File: src/rtl/arbitro_leds_som.sv
// Shared LED/buzzer scheduler: grants one of three requesters by fixed priority,
// shows its pattern with a per-LED tone for HOLD_CYCLES, stays silent for GAP_CYCLES, then pulses done.
module arbitro_leds_som #(
  parameter int HOLD_CYCLES    = 500,
  parameter int GAP_CYCLES     = 100,
  parameter int TONE_HALF_BASE = 1
) (
  input  logic       clock,
  input  logic       reset,
  input  logic [2:0] req,
  input  logic [3:0] code0,
  input  logic [3:0] code1,
  input  logic [3:0] code2,
  input  logic       cancela,
  output logic [2:0] grant,
  output logic [2:0] done,
  output logic [3:0] leds,
  output logic       buzzer,
  output logic       busy,
  output logic [2:0] db_estado
);
  localparam int CNT_MAX = (HOLD_CYCLES > GAP_CYCLES) ? HOLD_CYCLES : GAP_CYCLES;
  localparam int CW      = $clog2(CNT_MAX) + 1;
  localparam int TW      = $clog2(4 * TONE_HALF_BASE) + 1;
  localparam logic [CW-1:0] HOLD_LAST = CW'(HOLD_CYCLES - 1);
  localparam logic [CW-1:0] GAP_LAST  = (GAP_CYCLES > 0) ? CW'(GAP_CYCLES - 1) : '0;

  typedef enum logic [2:0] {
    IDLE = 3'd0,
    HOLD = 3'd1,
    GAP  = 3'd2,
    DONE = 3'd3
  } estado_t;

  estado_t       estado;
  logic [1:0]    owner;
  logic [3:0]    code_reg;
  logic [CW-1:0] cnt;
  logic [TW-1:0] tone_cnt;
  logic [TW-1:0] half;
  logic [1:0]    win;
  logic [3:0]    win_code;

  function automatic logic [2:0] onehot(input logic [1:0] idx);
    return 3'b001 << idx;
  endfunction

  // Fixed priority 2 > 1 > 0
  always_comb begin
    win      = 2'd0;
    win_code = code0;
    if (req[2]) begin
      win      = 2'd2;
      win_code = code2;
    end else if (req[1]) begin
      win      = 2'd1;
      win_code = code1;
    end
  end

  // Tone half-period follows the lowest lit LED; irrelevant when the pattern is empty
  always_comb begin
    half = TW'(TONE_HALF_BASE);
    if (code_reg[0])      half = TW'(TONE_HALF_BASE);
    else if (code_reg[1]) half = TW'(2 * TONE_HALF_BASE);
    else if (code_reg[2]) half = TW'(3 * TONE_HALF_BASE);
    else if (code_reg[3]) half = TW'(4 * TONE_HALF_BASE);
  end

  always_ff @(posedge clock or posedge reset) begin
    if (reset) begin
      estado   <= IDLE;
      owner    <= '0;
      code_reg <= '0;
      cnt      <= '0;
      tone_cnt <= '0;
      grant    <= '0;
      done     <= '0;
      leds     <= '0;
      buzzer   <= 1'b0;
    end else begin
      done <= '0;
      if (cancela) begin
        estado   <= IDLE;
        cnt      <= '0;
        tone_cnt <= '0;
        grant    <= '0;
        leds     <= '0;
        buzzer   <= 1'b0;
      end else begin
        case (estado)
          IDLE: begin
            if (|req) begin
              estado   <= HOLD;
              owner    <= win;
              code_reg <= win_code;
              grant    <= onehot(win);
              leds     <= win_code;
              buzzer   <= |win_code;
              cnt      <= '0;
              tone_cnt <= '0;
            end
          end
          HOLD: begin
            if (cnt == HOLD_LAST) begin
              cnt    <= '0;
              leds   <= '0;
              buzzer <= 1'b0;
              if (GAP_CYCLES == 0) begin
                estado <= DONE;
                done   <= onehot(owner);
              end else begin
                estado <= GAP;
              end
            end else begin
              cnt <= cnt + CW'(1);
              if (tone_cnt == half - TW'(1)) begin
                tone_cnt <= '0;
                buzzer   <= ~buzzer & (|code_reg);
              end else begin
                tone_cnt <= tone_cnt + TW'(1);
              end
            end
          end
          GAP: begin
            if (cnt == GAP_LAST) begin
              cnt    <= '0;
              estado <= DONE;
              done   <= onehot(owner);
            end else begin
              cnt <= cnt + CW'(1);
            end
          end
          DONE: begin
            estado <= IDLE;
            grant  <= '0;
          end
          default: estado <= IDLE;
        endcase
      end
    end
  end

  assign busy      = (estado != IDLE);
  assign db_estado = estado;
endmodule

File: config.mk
export PLATFORM = sky130hd
export DESIGN_NAME = arbitro_leds_som
export DESIGN_NICKNAME = d
export VERILOG_FILES = /design/src/rtl/arbitro_leds_som.sv
export SDC_FILE = /design/constraint.sdc
export NUM_CORES = 1
export LEC_CHECK = 0
export BUFFER_PORTS_ARGS = -buffer_cell sky130_fd_sc_hd__buf_2
export CAP_MARGIN = 0
export CORE_MARGIN = 2
export CORE_UTILIZATION = 28
export DETAILED_ROUTE_END_ITERATION = 8
export GPL_TIMING_DRIVEN = 0
export PLACE_DENSITY_LB_ADDON = 0.2
export RECOVER_POWER = 50
export SLEW_MARGIN = 0
export SYNTH_ARGS = -nofsm -noshare
export SYNTH_HDL_FRONTEND = slang
export SYNTH_SLANG_ARGS = --single-unit
File: constraint.sdc
create_clock -name clock -period 2.6 [get_ports clock]
set_input_delay 0.52 -clock clock [delete_from_list [all_inputs] [get_ports clock]]
set_output_delay 0.52 -clock clock [all_outputs]
set_load 0.005 [all_outputs]
==> reports/qor.csv, run 1 <==
stage;metric;value;unit
outcome;result of the run;finished, final reports clean;
place;RePlAce Congestion;0.742;
cells_and_area;count of antenna diodes in the layout;0;
critical_path;data arrival at the endpoint of the critical path;2.38;ns
cells_and_area;layout filler cell count;681;
routing;Routed wire per std cell;13.4;um
timing;slew at the pin with the worst max-slew slack;1.26;ns
floorplan;die width;86.2;um
logic_synthesis;number of register bits inferred by synthesis;32;
cells_and_area;final standard cell count with taps included and fillers excluded;322;
logic_synthesis;cell taking the most area after synthesis;sky130_fd_sc_hd__dfrtp_1;
cts;# resized after CTS;0;
routing;router iterations before antenna repair;4;
routing;number of vias per cell after detailed routing;4.96;
critical_path;launch point of the critical path;cnt[0];
logic_synthesis;EDFF count, synth;0;
logic_synthesis;synthesized netlist net count;232;
cells_and_area;most frequent cells in the layout;32 x sky130_fd_sc_hd__dfrtp_1, 30 x sky130_fd_sc_hd__buf_2, 22 x sky130_fd_sc_hd__nand2_1, 20 x sky130_fd_sc_hd__o21ai_0, 17 x sky130_fd_sc_hd__nor2_1;
cells_and_area;area of all placed cells without fillers;0.00223;mm^2
floorplan;Rows;29;
logic_synthesis;gate count after technology mapping;207;
logic_synthesis;flip-flop cell with the highest count after synthesis;sky130_fd_sc_hd__dfrtp_1;
timing;worst slew margin relative to its limit;15.8;%
floorplan;initial standard-cell utilization of the core;29.3;%
cts;CTS tree;built;
cts;CTS H-tree lvls;2;
power_and_ir_drop;highest ir drop seen on vdd;0.383;mV
timing;post-layout minimum cycle time;2.21;ns
routing;number of DRC markers after the initial detailed-route iteration;60;
timing;Fin Setup TNS;0;ns
cts;root buf cell;sky130_fd_sc_hd__clkbuf_8;
global_route;global-route wire length before repair;7210;um
routing;number of routed nets with antenna violations;0;
timing;max-slew violation total from the final report;0;
logic_synthesis;count of cell types in the netlist;48;
critical_path;peak fanout along the critical path;10;
global_route;vias in the first global route;1518;
place;Buffers on Ports;30;
job;Max-Cap Viols;0;
cts;number of hold-repair buffers added at the cts stage;0;
timing;post-route clock period utilization;84.9;%
floorplan;area of the placeable core;0.00646;mm^2
worst_hold_path;worst min-delay path startpoint;owner[0];
global_route;number of antenna violations at the first check in global routing;0;
power_and_ir_drop;net switching component of the power;0.000790;W
floorplan;Die Footprint;0.00743;mm^2
global_route;global route overflow;0;
critical_path;CP Data Required Time;2.77;ns
logic_synthesis;async set or reset register ratio after synthesis;100;%
logic_synthesis;area fraction of the dominant cell type after synthesis;42.3;%
timing;RSZ-0062 raised after global routing;false;
logic_synthesis;leading post-synthesis cells by cell area;sky130_fd_sc_hd__dfrtp_1 42%, sky130_fd_sc_hd__o21ai_0 5.3%, sky130_fd_sc_hd__ha_1 4.6%, sky130_fd_sc_hd__nand2_1 4.4%, sky130_fd_sc_hd__nor2_1 3.4%;
place;Cell Count Post-Placement;314;
critical_path;critical path class;reg -> reg;
routing;routed vias;1597;
cells_and_area;final net count;269;
cells_and_area;leading cell type in the layout, fill and taps excluded;sky130_fd_sc_hd__dfrtp_1;
critical_path;worst flop-to-flop path startpoint;cnt[0];
power_and_ir_drop;internal portion of total power;0.00119;W
power_and_ir_drop;total leakage power;1.02;nW
power_and_ir_drop;Comb pwr share;42.8;%
worst_hold_path;type of the most critical hold path;reg -> reg;
cells_and_area;Area Growth Syn to Fin;17.6;%
critical_path;category of the worst setup path capture point;register;
place;DP Area;0.00214;mm^2
cts;CTS Sinks;32;
timing;worst setup skew after layout;0.00538;ns
power_and_ir_drop;relative contribution of the clock network to total power;20.1;%
logic_synthesis;Netlist Area Pre-Place;0.00189;mm^2
logic_synthesis;Mapped Avg Cell Area;9.15;um^2
routing;total wire length after detailed routing;4320;um
global_route;combined global-route utilization of all metal layers;12.4;%
floorplan;ports placed on the boundary;33;
cts;clk buf depth;2;
power_and_ir_drop;Sequential Power Share;37.1;%
cts;register clock-pin slew on the reported worst setup and hold paths;0.07;ns
timing;Finish-stage setup viols;0;
cts;total clock buffers created by CTS;5;
global_route;pin count of the biggest net entering global routing;33;
timing;Final Hold Violating Endpoints;0;
power_and_ir_drop;power density cells;890;mW/mm^2
logic_synthesis;portion of the post-synthesis area used by sequential elements;42.3;%
place;DPL Wire Length;3180;um
logic_synthesis;number of warning messages in the yosys log;0;
critical_path;Worst Setup Start Kind;register;
cts;post-CTS setup buffer count;0;
cts;latest clock arrival within the worst-skew pair;0.28;ns
cells_and_area;ratio of cells with drive above 1 in the final layout;20.4;%
floorplan;Die Y-Extent;86.2;um
cells_and_area;number of flip-flops in the largest register;10;
routing;remaining routing DRC violations;0;
timing;worst hold slack;0.473;ns
power_and_ir_drop;share of total power consumed by net switching;39.9;%
timing;achievable clock frequency;453;MHz
power_and_ir_drop;overall power;0.00198;W
## Yosys cell counts, types with 2 or more instances
master	n
sky130_fd_sc_hd__nand3_1	7
sky130_fd_sc_hd__o22ai_1	2
sky130_fd_sc_hd__nor4_1	4
sky130_fd_sc_hd__nor4b_1	2
sky130_fd_sc_hd__inv_1	12
sky130_fd_sc_hd__nand2_1	22
sky130_fd_sc_hd__nand4_1	3
sky130_fd_sc_hd__dfrtp_1	32
sky130_fd_sc_hd__nand2b_1	4
sky130_fd_sc_hd__o2111ai_1	2
sky130_fd_sc_hd__nor2b_1	4
sky130_fd_sc_hd__nor2_1	17
sky130_fd_sc_hd__o21ai_0	20
sky130_fd_sc_hd__or2_2	2
sky130_fd_sc_hd__a41oi_1	2
sky130_fd_sc_hd__and3_1	2
sky130_fd_sc_hd__mux2i_1	6
sky130_fd_sc_hd__nor3_1	6
sky130_fd_sc_hd__clkbuf_1	2
sky130_fd_sc_hd__buf_2	3
sky130_fd_sc_hd__o31ai_1	7
sky130_fd_sc_hd__a22o_1	4
sky130_fd_sc_hd__o21ai_2	2
sky130_fd_sc_hd__ha_1	7
sky130_fd_sc_hd__a21oi_1	9
sky130_fd_sc_hd__xor2_1	2
## final timing paths
| kind | depth (start not counted) | slack, ns | to |
|---|---|---|---|
| worst min register to register | 1 | 0.47 | done[2] |
| worst min-delay path | 1 | 0.47 | done[2] |
| max in group asynchronous | 2 | 1.27 | leds[2] |
| worst max-delay path | 6 | 0.39 | cnt[0] |
| worst max register to register | 6 | 0.39 | cnt[0] |
| min in group asynchronous | 2 | 0.58 | tone_cnt[0] |
## layer usage
metal | part of all wire (%) | global-route usage, %
met2 | 46 | 19.7
met3 | 2.2 | 2.57
met1 | 50 | 16.2
met4 | 1.9 | 5.54
met5 | 0 | 0
## power groups by stage
stage | clock network, W | registers [W] | logic (W)
6_report | 0.000398 | 0.000734 | 0.000849
5_1_grt | 0.000432 | 0.000764 | 0.000963
4_1_cts | 0.000420 | 0.000737 | 0.000858
3_5_place_dp | 0 | 0.000746 | 0.000853
3_3_place_gp | 0 | 0.000747 | 0.000845
2_1_floorplan | 0 | 0.000725 | 0.000632
## cell type report
cell class | count | area [um^2] | area share [%]
Clock buffer | 8 | 90.1 | 4.05
Buffer | 8 | 45.0 | 2.02
Multi-Input combinational cell | 155 | 1000 | 45.0
Timing Repair Buffer | 30 | 146 | 6.58
Tap cell | 77 | 96.3 | 4.33
Sequential cell | 32 | 801 | 36.0
Inverter | 12 | 45.0 | 2.02
## metrics by stage
| stage | util, % | worst slack (ns) |
|---|---|---|
| 2_1_floorplan | - | 0.666 |
| 3_3_place_gp | 33.1 | 0.363 |
| 3_5_place_dp | 33.1 | 0.363 |
| 4_1_cts | 34.5 | 0.373 |
| 5_1_grt | 34.5 | 0.223 |
| 6_report | 34.5 | 0.392 |
## worst max-delay path, cell delays in order, from the launching register on
cell                      delay, ns
sky130_fd_sc_hd__dfrtp_1       0.43
sky130_fd_sc_hd__ha_1          0.22
sky130_fd_sc_hd__nor4b_4       0.37
sky130_fd_sc_hd__a41oi_4       0.22
sky130_fd_sc_hd__o21ai_2       0.42
sky130_fd_sc_hd__nor2_2        0.15
sky130_fd_sc_hd__mux2_2        0.29
## cell families after synthesis
kind of cell             synth area share, %
AO/OA/AOI/OAI                           20.7
XOR/XNOR                                1.39
adder cells (fa/ha/maj)                 4.63
buffers and inverters                   4.76
flip-flops                              42.3
multiplexers                            3.77
other                                  0.198
AND/OR/NAND/NOR                         22.3
(Power assumes the default switching activity.)
==> run 2: changes to the inputs <==
ABC_AREA = 1   (was default)
clock period = 1.8 ns   (was 2.6 ns; I/O delays follow)
==> run 2 against run 1 <==
Net effect:
- sequential cell count stayed put
- fmax up 29%
- first-iteration DRC count decreased by 15%
- worst hold slack got worse by 0.11 ns
- clock power increased by 92%
- via count up 11%
- critical path type unchanged
- largest power group unchanged
==> reports/qor.csv, run 2 <==
stage;metric;value;unit
logic_synthesis;most frequent cell after synthesis;sky130_fd_sc_hd__nand2_1;
global_route;number of antenna violations at the first check in global routing;0;
logic_synthesis;gate count after technology mapping;276;
floorplan;initial standard-cell utilization of the core;28.6;%
floorplan;die width;89.4;um
global_route;vias in the first global route;1609;
routing;router iterations before antenna repair;4;
logic_synthesis;number of warning messages in the yosys log;0;
timing;worst setup skew after layout;0.00759;ns
cts;register clock-pin slew on the reported worst setup and hold paths;0.07;ns
logic_synthesis;flip-flop cell with the highest count after synthesis;sky130_fd_sc_hd__dfrtp_1;
critical_path;worst flop-to-flop path startpoint;code_reg[2];
global_route;combined global-route utilization of all metal layers;11.7;%
logic_synthesis;Mapped Avg Cell Area;7.39;um^2
power_and_ir_drop;power density cells;1340;mW/mm^2
floorplan;Rows;31;
critical_path;data arrival at the endpoint of the critical path;1.94;ns
routing;total wire length after detailed routing;4430;um
routing;number of routed nets with antenna violations;0;
cells_and_area;ratio of cells with drive above 1 in the final layout;25.6;%
logic_synthesis;synthesized netlist net count;301;
cts;clk buf depth;2;
logic_synthesis;EDFF count, synth;0;
cts;CTS tree;built;
place;RePlAce Congestion;0.782;
timing;post-layout minimum cycle time;1.72;ns
cts;CTS Sinks;32;
cells_and_area;most frequent cells in the layout;77 x sky130_fd_sc_hd__nand2_1, 36 x sky130_fd_sc_hd__inv_1, 31 x sky130_fd_sc_hd__dfrtp_1, 28 x sky130_fd_sc_hd__buf_2, 21 x sky130_fd_sc_hd__nor2_1;
critical_path;peak fanout along the critical path;3;
cells_and_area;Layout Utilization;34.8;%
cts;CTS H-tree lvls;2;
job;Max-Cap Viols;0;
floorplan;Die Y-Extent;89.4;um
cts;root buf cell;sky130_fd_sc_hd__clkbuf_8;
place;Buffers on Ports;30;
critical_path;CP max stage delay;0.41;ns
timing;worst slew margin relative to its limit;16.6;%
cts;number of hold-repair buffers added at the cts stage;0;
cts;total clock buffers created by CTS;5;
floorplan;area of the placeable core;0.00714;mm^2
place;DP Area;0.00231;mm^2
cells_and_area;leading cell type in the layout, fill and taps excluded;sky130_fd_sc_hd__nand2_1;
cells_and_area;area of all placed cells without fillers;0.00249;mm^2
logic_synthesis;number of register bits inferred by synthesis;32;
global_route;global route overflow;0;
cells_and_area;final net count;340;
routing;number of vias per cell after detailed routing;4.28;
routing;remaining routing DRC violations;0;
timing;RSZ-0062 raised after global routing;true;
critical_path;Worst Setup Start Kind;register;
timing;max-slew violation total from the final report;0;
global_route;pin count of the biggest net entering global routing;33;
logic_synthesis;cell taking the most area after synthesis;sky130_fd_sc_hd__dfrtp_1;
routing;number of DRC markers after the initial detailed-route iteration;51;
global_route;global-route wire length before repair;7310;um
critical_path;cell seen most often among critical-path stages;sky130_fd_sc_hd__nand2_1;
critical_path;number of buffers and inverters on the critical path;3;
logic_synthesis;Netlist Area Pre-Place;0.00204;mm^2
routing;routed vias;1778;
logic_synthesis;portion of the post-synthesis area used by sequential elements;39.2;%
timing;Final Hold Violating Endpoints;0;
logic_synthesis;most frequent cells after synthesis;81 x sky130_fd_sc_hd__nand2_1, 37 x sky130_fd_sc_hd__inv_1, 32 x sky130_fd_sc_hd__dfrtp_1;
floorplan;Die Footprint;0.00799;mm^2
critical_path;CP Data Required Time;2.02;ns
cells_and_area;Area Growth Syn to Fin;21.8;%
critical_path;standard cell with the maximum stage delay on the critical path;sky130_fd_sc_hd__dfrtp_1;
critical_path;Largest delay share family, worst path;simple AND/OR/NAND/NOR gates;
logic_synthesis;leading post-synthesis cells by cell area;sky130_fd_sc_hd__dfrtp_1 39%, sky130_fd_sc_hd__nand2_1 15%, sky130_fd_sc_hd__inv_1 6.8%, sky130_fd_sc_hd__nand3_1 5.4%, sky130_fd_sc_hd__ha_1 4.3%;
routing;Routed wire per std cell;10.7;um
cells_and_area;count of antenna diodes in the layout;0;
timing;Finish-stage setup viols;0;
logic_synthesis;area fraction of the dominant cell type after synthesis;39.2;%
critical_path;launch point of the critical path;code_reg[2];
power_and_ir_drop;highest ir drop seen on vdd;0.675;mV
timing;slew at the pin with the worst max-slew slack;1.25;ns
place;DPL Wire Length;3440;um
critical_path;critical-path cell list;inv_2, nand2_2, nand2_2, nand2_1, inv_1, ha_2, inv_1, nand2_1, nand2_1, nand2_1, nand2_1, nor2_2, nand3_2, nand2_1, nand2_1, nand2_1;
power_and_ir_drop;total leakage power;1.25;nW
logic_synthesis;count of cell types in the netlist;30;
worst_hold_path;worst min-delay path startpoint;req[2];
critical_path;critical path class;reg -> reg;
critical_path;category of the worst setup path capture point;register;
floorplan;ports placed on the boundary;33;
timing;achievable clock frequency;582;MHz
cts;latest clock arrival within the worst-skew pair;0.28;ns
logic_synthesis;async set or reset register ratio after synthesis;100;%
cells_and_area;number of flip-flops in the largest register;10;
timing;post-route clock period utilization;95.4;%
outcome;result of the run;finished, final reports clean;
worst_hold_path;type of the most critical hold path;in -> reg;
## run 2: cell types whose count changed after synthesis, sizes merged, moves of 4 or more
cell and change:
a21oi -4, nand3 +18, nor2 +16, mux2i -6, o31ai -5, nand2b -4
nor2b -4, a22o -5, inv +29, nand2 +68
## run 2: power by group
part	switching (W)	total [W]	internal (W)
combinational	0.000960	0.00154	0.000581
sequential	0.000140	0.00103	0.000889
clock	0.000277	0.000765	0.000489
total	0.00138	0.00334	0.00196
## run 2: worst register-to-register path: cells and delay by family (launching register included)
family,cells,cell delay [ns]
adders and majority gates,1,0.18
and+or+nand+nor,12,0.89
buffers and inverters,3,0.19
DFF,1,0.41
## run 2: cell families (layout without fill, tap and decap cells)
| group | after synthesis | after routing | synth area share (%) |
|---|---|---|---|
| and+or+nand+nor | 158 | 158 | 37.1 |
| xor gates and xnor gates | 4 | 4 | 1.72 |
| adders and majority gates | 7 | 7 | 4.29 |
| buffers and inverters | 45 | 85 | 9.26 |
| DFF | 32 | 32 | 39.2 |
| other | 1 | 1 | 0.184 |
| AOI/OAI and AO/OA | 29 | 29 | 8.22 |
## run 2: what timing repair did
item / 4_1_cts / 5_1_grt
setup buffers: 0 / 2
endpoints found under the hold margin: 0 / 0
endpoints found under the setup margin: 0 / 13
resized for setup: 0 / 12
## run 2: path summary, 6_finish.rpt
path,cells past startpoint,slack [ns],endpoint
min reg2reg,1,0.47,done[1]
min in group asynchronous,2,0.41,done[0]
max,16,0.08,buzzer
max in group asynchronous,2,0.55,db_estado[0]
min,3,0.36,owner[1]
max reg2reg,16,0.08,buzzer
## run 2: metrics by stage
| stage | std cells | worst slack, ns | setup TNS [ns] | hold slack (ns) | total power, W |
|---|---|---|---|---|---|
| 6_report | 415 | 0.0822 | 0 | 0.362 | 0.00334 |
| 3_5_place_dp | 405 | 0.0989 | 0 | 0.471 | 0.00246 |
| 5_1_grt | 415 | -0.0503 | -0.0852 | 0.385 | 0.00366 |
| 4_1_cts | 413 | 0.0855 | 0 | 0.359 | 0.00325 |
| 3_3_place_gp | 405 | 0.114 | 0 | 0.466 | 0.00246 |
| 2_1_floorplan | 276 | 0.270 | 0 | 0.433 | 0.00209 |
## run 2: final cells by class
cell class | instances | area, um^2
Fill cell | 802 | 4650
Multi-Input combinational cell | 199 | 1080
Inverter | 41 | 154
Sequential cell | 32 | 802
Timing Repair Buffer | 32 | 161
Clock buffer | 7 | 96.3
Clock inverter | 1 | 30.0
Tap cell | 99 | 124
Buffer | 4 | 35.0
## run 2: per-layer routing
metal / vias to the layer above / GRT usage (%) / wire length (um)
met1: 808 / 17.1 / 2250
met2: 20 / 17.2 / 1990
met5: - / 0 / 0
li1: 946 / - / -
met3: 4 / 3.14 / 155
met4: 0 / 2.44 / 23
==> run 3: changes to the inputs <==
CORE_UTILIZATION = 40   (was 28)
==> run 3 against run 2 <==
Net effect:
- worst hold slack got worse by 0.36 ns
- sequential share of layout area increased by 0.82 points
- setup slack gained 0.039 ns
- critical path type unchanged
==> reports/qor.csv, run 3 (synthesis results as in run 2) <==
stage;metric;value;unit
cts;root buf cell;sky130_fd_sc_hd__clkbuf_8;
cells_and_area;Layout Utilization;50.3;%
critical_path;Worst Setup Start Kind;register;
cells_and_area;sequential cell area;801;um^2
routing;number of vias per cell after detailed routing;4.60;
power_and_ir_drop;power density cells;1310;mW/mm^2
cts;clk buf depth;2;
floorplan;area of the placeable core;0.00482;mm^2
routing;Routed wire per std cell;10.8;um
routing;number of DRC markers after the initial detailed-route iteration;56;
outcome;result of the run;finished, final reports clean;
timing;max-slew violation total from the final report;0;
power_and_ir_drop;overall power;0.00317;W
global_route;global route overflow;0;
routing;routed vias;1766;
cts;latest clock arrival within the worst-skew pair;0.29;ns
cells_and_area;combined area of the multi-input logic cells;0.00109;mm^2
place;worst setup slack before clock tree synthesis;0.100;ns
global_route;vias in the first global route;1713;
floorplan;Die Y-Extent;75.4;um
cells_and_area;area of all placed cells without fillers;0.00242;mm^2
critical_path;critical-path cell list;inv_2, nand2_2, nand2_2, nand2_2, inv_2, ha_4, inv_1, nand2_1, nand2_1, nand2_1, nand2_1, nor2_2, nand2_1, nand2_1, a21oi_1;
cts;CTS H-tree lvls;2;
cts;total clock buffers created by CTS;5;
routing;remaining routing DRC violations;0;
timing;post-route clock period utilization;93.3;%
timing;Fin Setup TNS;0;ns
cells_and_area;number of flip-flops in the largest register;10;
cells_and_area;ratio of cells with drive above 1 in the final layout;24.6;%
floorplan;die width;75.4;um
critical_path;CP max stage delay;0.42;ns
timing;slew at the pin with the worst max-slew slack;1.10;ns
critical_path;critical path class;reg -> reg;
cells_and_area;most frequent cells in the layout;78 x sky130_fd_sc_hd__nand2_1, 34 x sky130_fd_sc_hd__inv_1, 32 x sky130_fd_sc_hd__dfrtp_1, 27 x sky130_fd_sc_hd__buf_2, 22 x sky130_fd_sc_hd__nor2_1;
global_route;number of antenna violations at the first check in global routing;0;
worst_hold_path;type of the most critical hold path;in -> async;
routing;router iterations before antenna repair;4;
place;DP Area;0.00227;mm^2
timing;achievable clock frequency;596;MHz
place;RePlAce Congestion;0.804;
timing;post-layout minimum cycle time;1.68;ns
timing;worst setup skew after layout;0.00966;ns
global_route;global-route wire length before repair;7160;um
global_route;combined global-route utilization of all metal layers;16.5;%
routing;number of routed nets with antenna violations;0;
floorplan;ports placed on the boundary;33;
critical_path;data arrival at the endpoint of the critical path;1.85;ns
critical_path;category of the worst setup path capture point;register;
cells_and_area;Area Growth Syn to Fin;18.6;%
cells_and_area;count of antenna diodes in the layout;0;
routing;total wire length after detailed routing;4150;um
timing;post-layout worst setup margin;0.121;ns
place;Buffers on Ports;30;
critical_path;CP Data Required Time;1.97;ns
cells_and_area;leading cell type in the layout, fill and taps excluded;sky130_fd_sc_hd__nand2_1;
cts;CTS tree;built;
cts;register clock-pin slew on the reported worst setup and hold paths;0.07;ns
global_route;pin count of the biggest net entering global routing;33;
floorplan;Rows;25;
timing;worst slew margin relative to its limit;26.9;%
floorplan;initial standard-cell utilization of the core;42.4;%
cells_and_area;layout filler cell count;509;
timing;Finish-stage setup viols;0;
cts;CTS Sinks;32;
place;DPL Wire Length;3240;um
timing;Final Hold Violating Endpoints;0;
critical_path;peak fanout along the critical path;4;
cells_and_area;final net count;341;
floorplan;Die Footprint;0.00569;mm^2
critical_path;cell seen most often among critical-path stages;sky130_fd_sc_hd__nand2_1;
power_and_ir_drop;highest ir drop seen on vdd;0.581;mV
job;Max-Cap Viols;0;
power_and_ir_drop;total leakage power;1.22;nW
critical_path;standard cell with the maximum stage delay on the critical path;sky130_fd_sc_hd__dfrtp_1;
==> run 3: cell types whose count changed in the layout (fill, tap and decap cells not counted), sizes merged <==
cell      previous run  this run
buf                 33        32
inv                 41        40
clkbuf              10        11
bufinv               1         0
clkinvlp             0         2
clkinv               0         1
==> run 3: final timing paths <==
check / cells after the start / to / slack, ns / start
worst min register to register: 1 / done[1] / 0.47 / owner[1]
worst max-delay path: 15 / tone_cnt[0] / 0.12 / code_reg[2]
max in group asynchronous: 3 / tone_cnt[2] / 0.48 / reset
min in group clock: 3 / owner[1] / 0.34 / req[2]
worst min-delay path: 2 / cnt[9] / 0.005 / reset
worst max register to register: 15 / tone_cnt[0] / 0.12 / code_reg[2]
==> run 3: report_power, final <==
part           switching, W  total [W]  leakage (nW)  internal [W]
combinational      0.000958    0.00156         0.752      0.000600
sequential         0.000140    0.00103         0.429      0.000887
clock              0.000280   0.000589        0.0434      0.000309
total               0.00138    0.00317          1.22       0.00180
==> run 3: cell type report <==
cell class | count | area share (%)
buffer | 4 | 1.45
tap | 67 | 3.46
clock buffer | 6 | 3.41
inverter | 41 | 6.36
sequential | 32 | 33.1
multi-input combinational | 199 | 44.9
clock inverter | 2 | 0.620
timing repair buffer | 33 | 6.77
==> run 3: worst max-delay path, delay by kind of cell, from the launching register on <==
kind                       cells  cell delay, ns
and+or+nand+nor               10            0.75
DFF                            1            0.42
buffers and inverters          3            0.20
adders and majority gates      1            0.13
AOI/OAI and AO/OA              1            0.07
==> run 3: what timing repair did <==
item / 4_1_cts / 5_1_grt
gates resized for setup: 0 / 12
hold buffers: 0 / 0
endpoints found under the hold margin: 0 / 0
setup buffers: 0 / 2
endpoints found under the setup margin: 0 / 7
==> run 3: stage by stage <==
step,hold WS (ns),instances
after floorplan,0.433,276
after global placement,0.455,373
after detailed placement,0.470,373
after CTS,0.356,381
after global routing,0.0409,384
final,0.00458,384
==> run 3: routing by layer <==
metal  GRT usage [%]  part of all wire, %  vias up
li1                -                    -      946
met1            19.4                   45      798
met2            29.6                   51       14
met3            3.57                  2.5        8
met4            5.85                  1.5        0
met5               0                    0        -
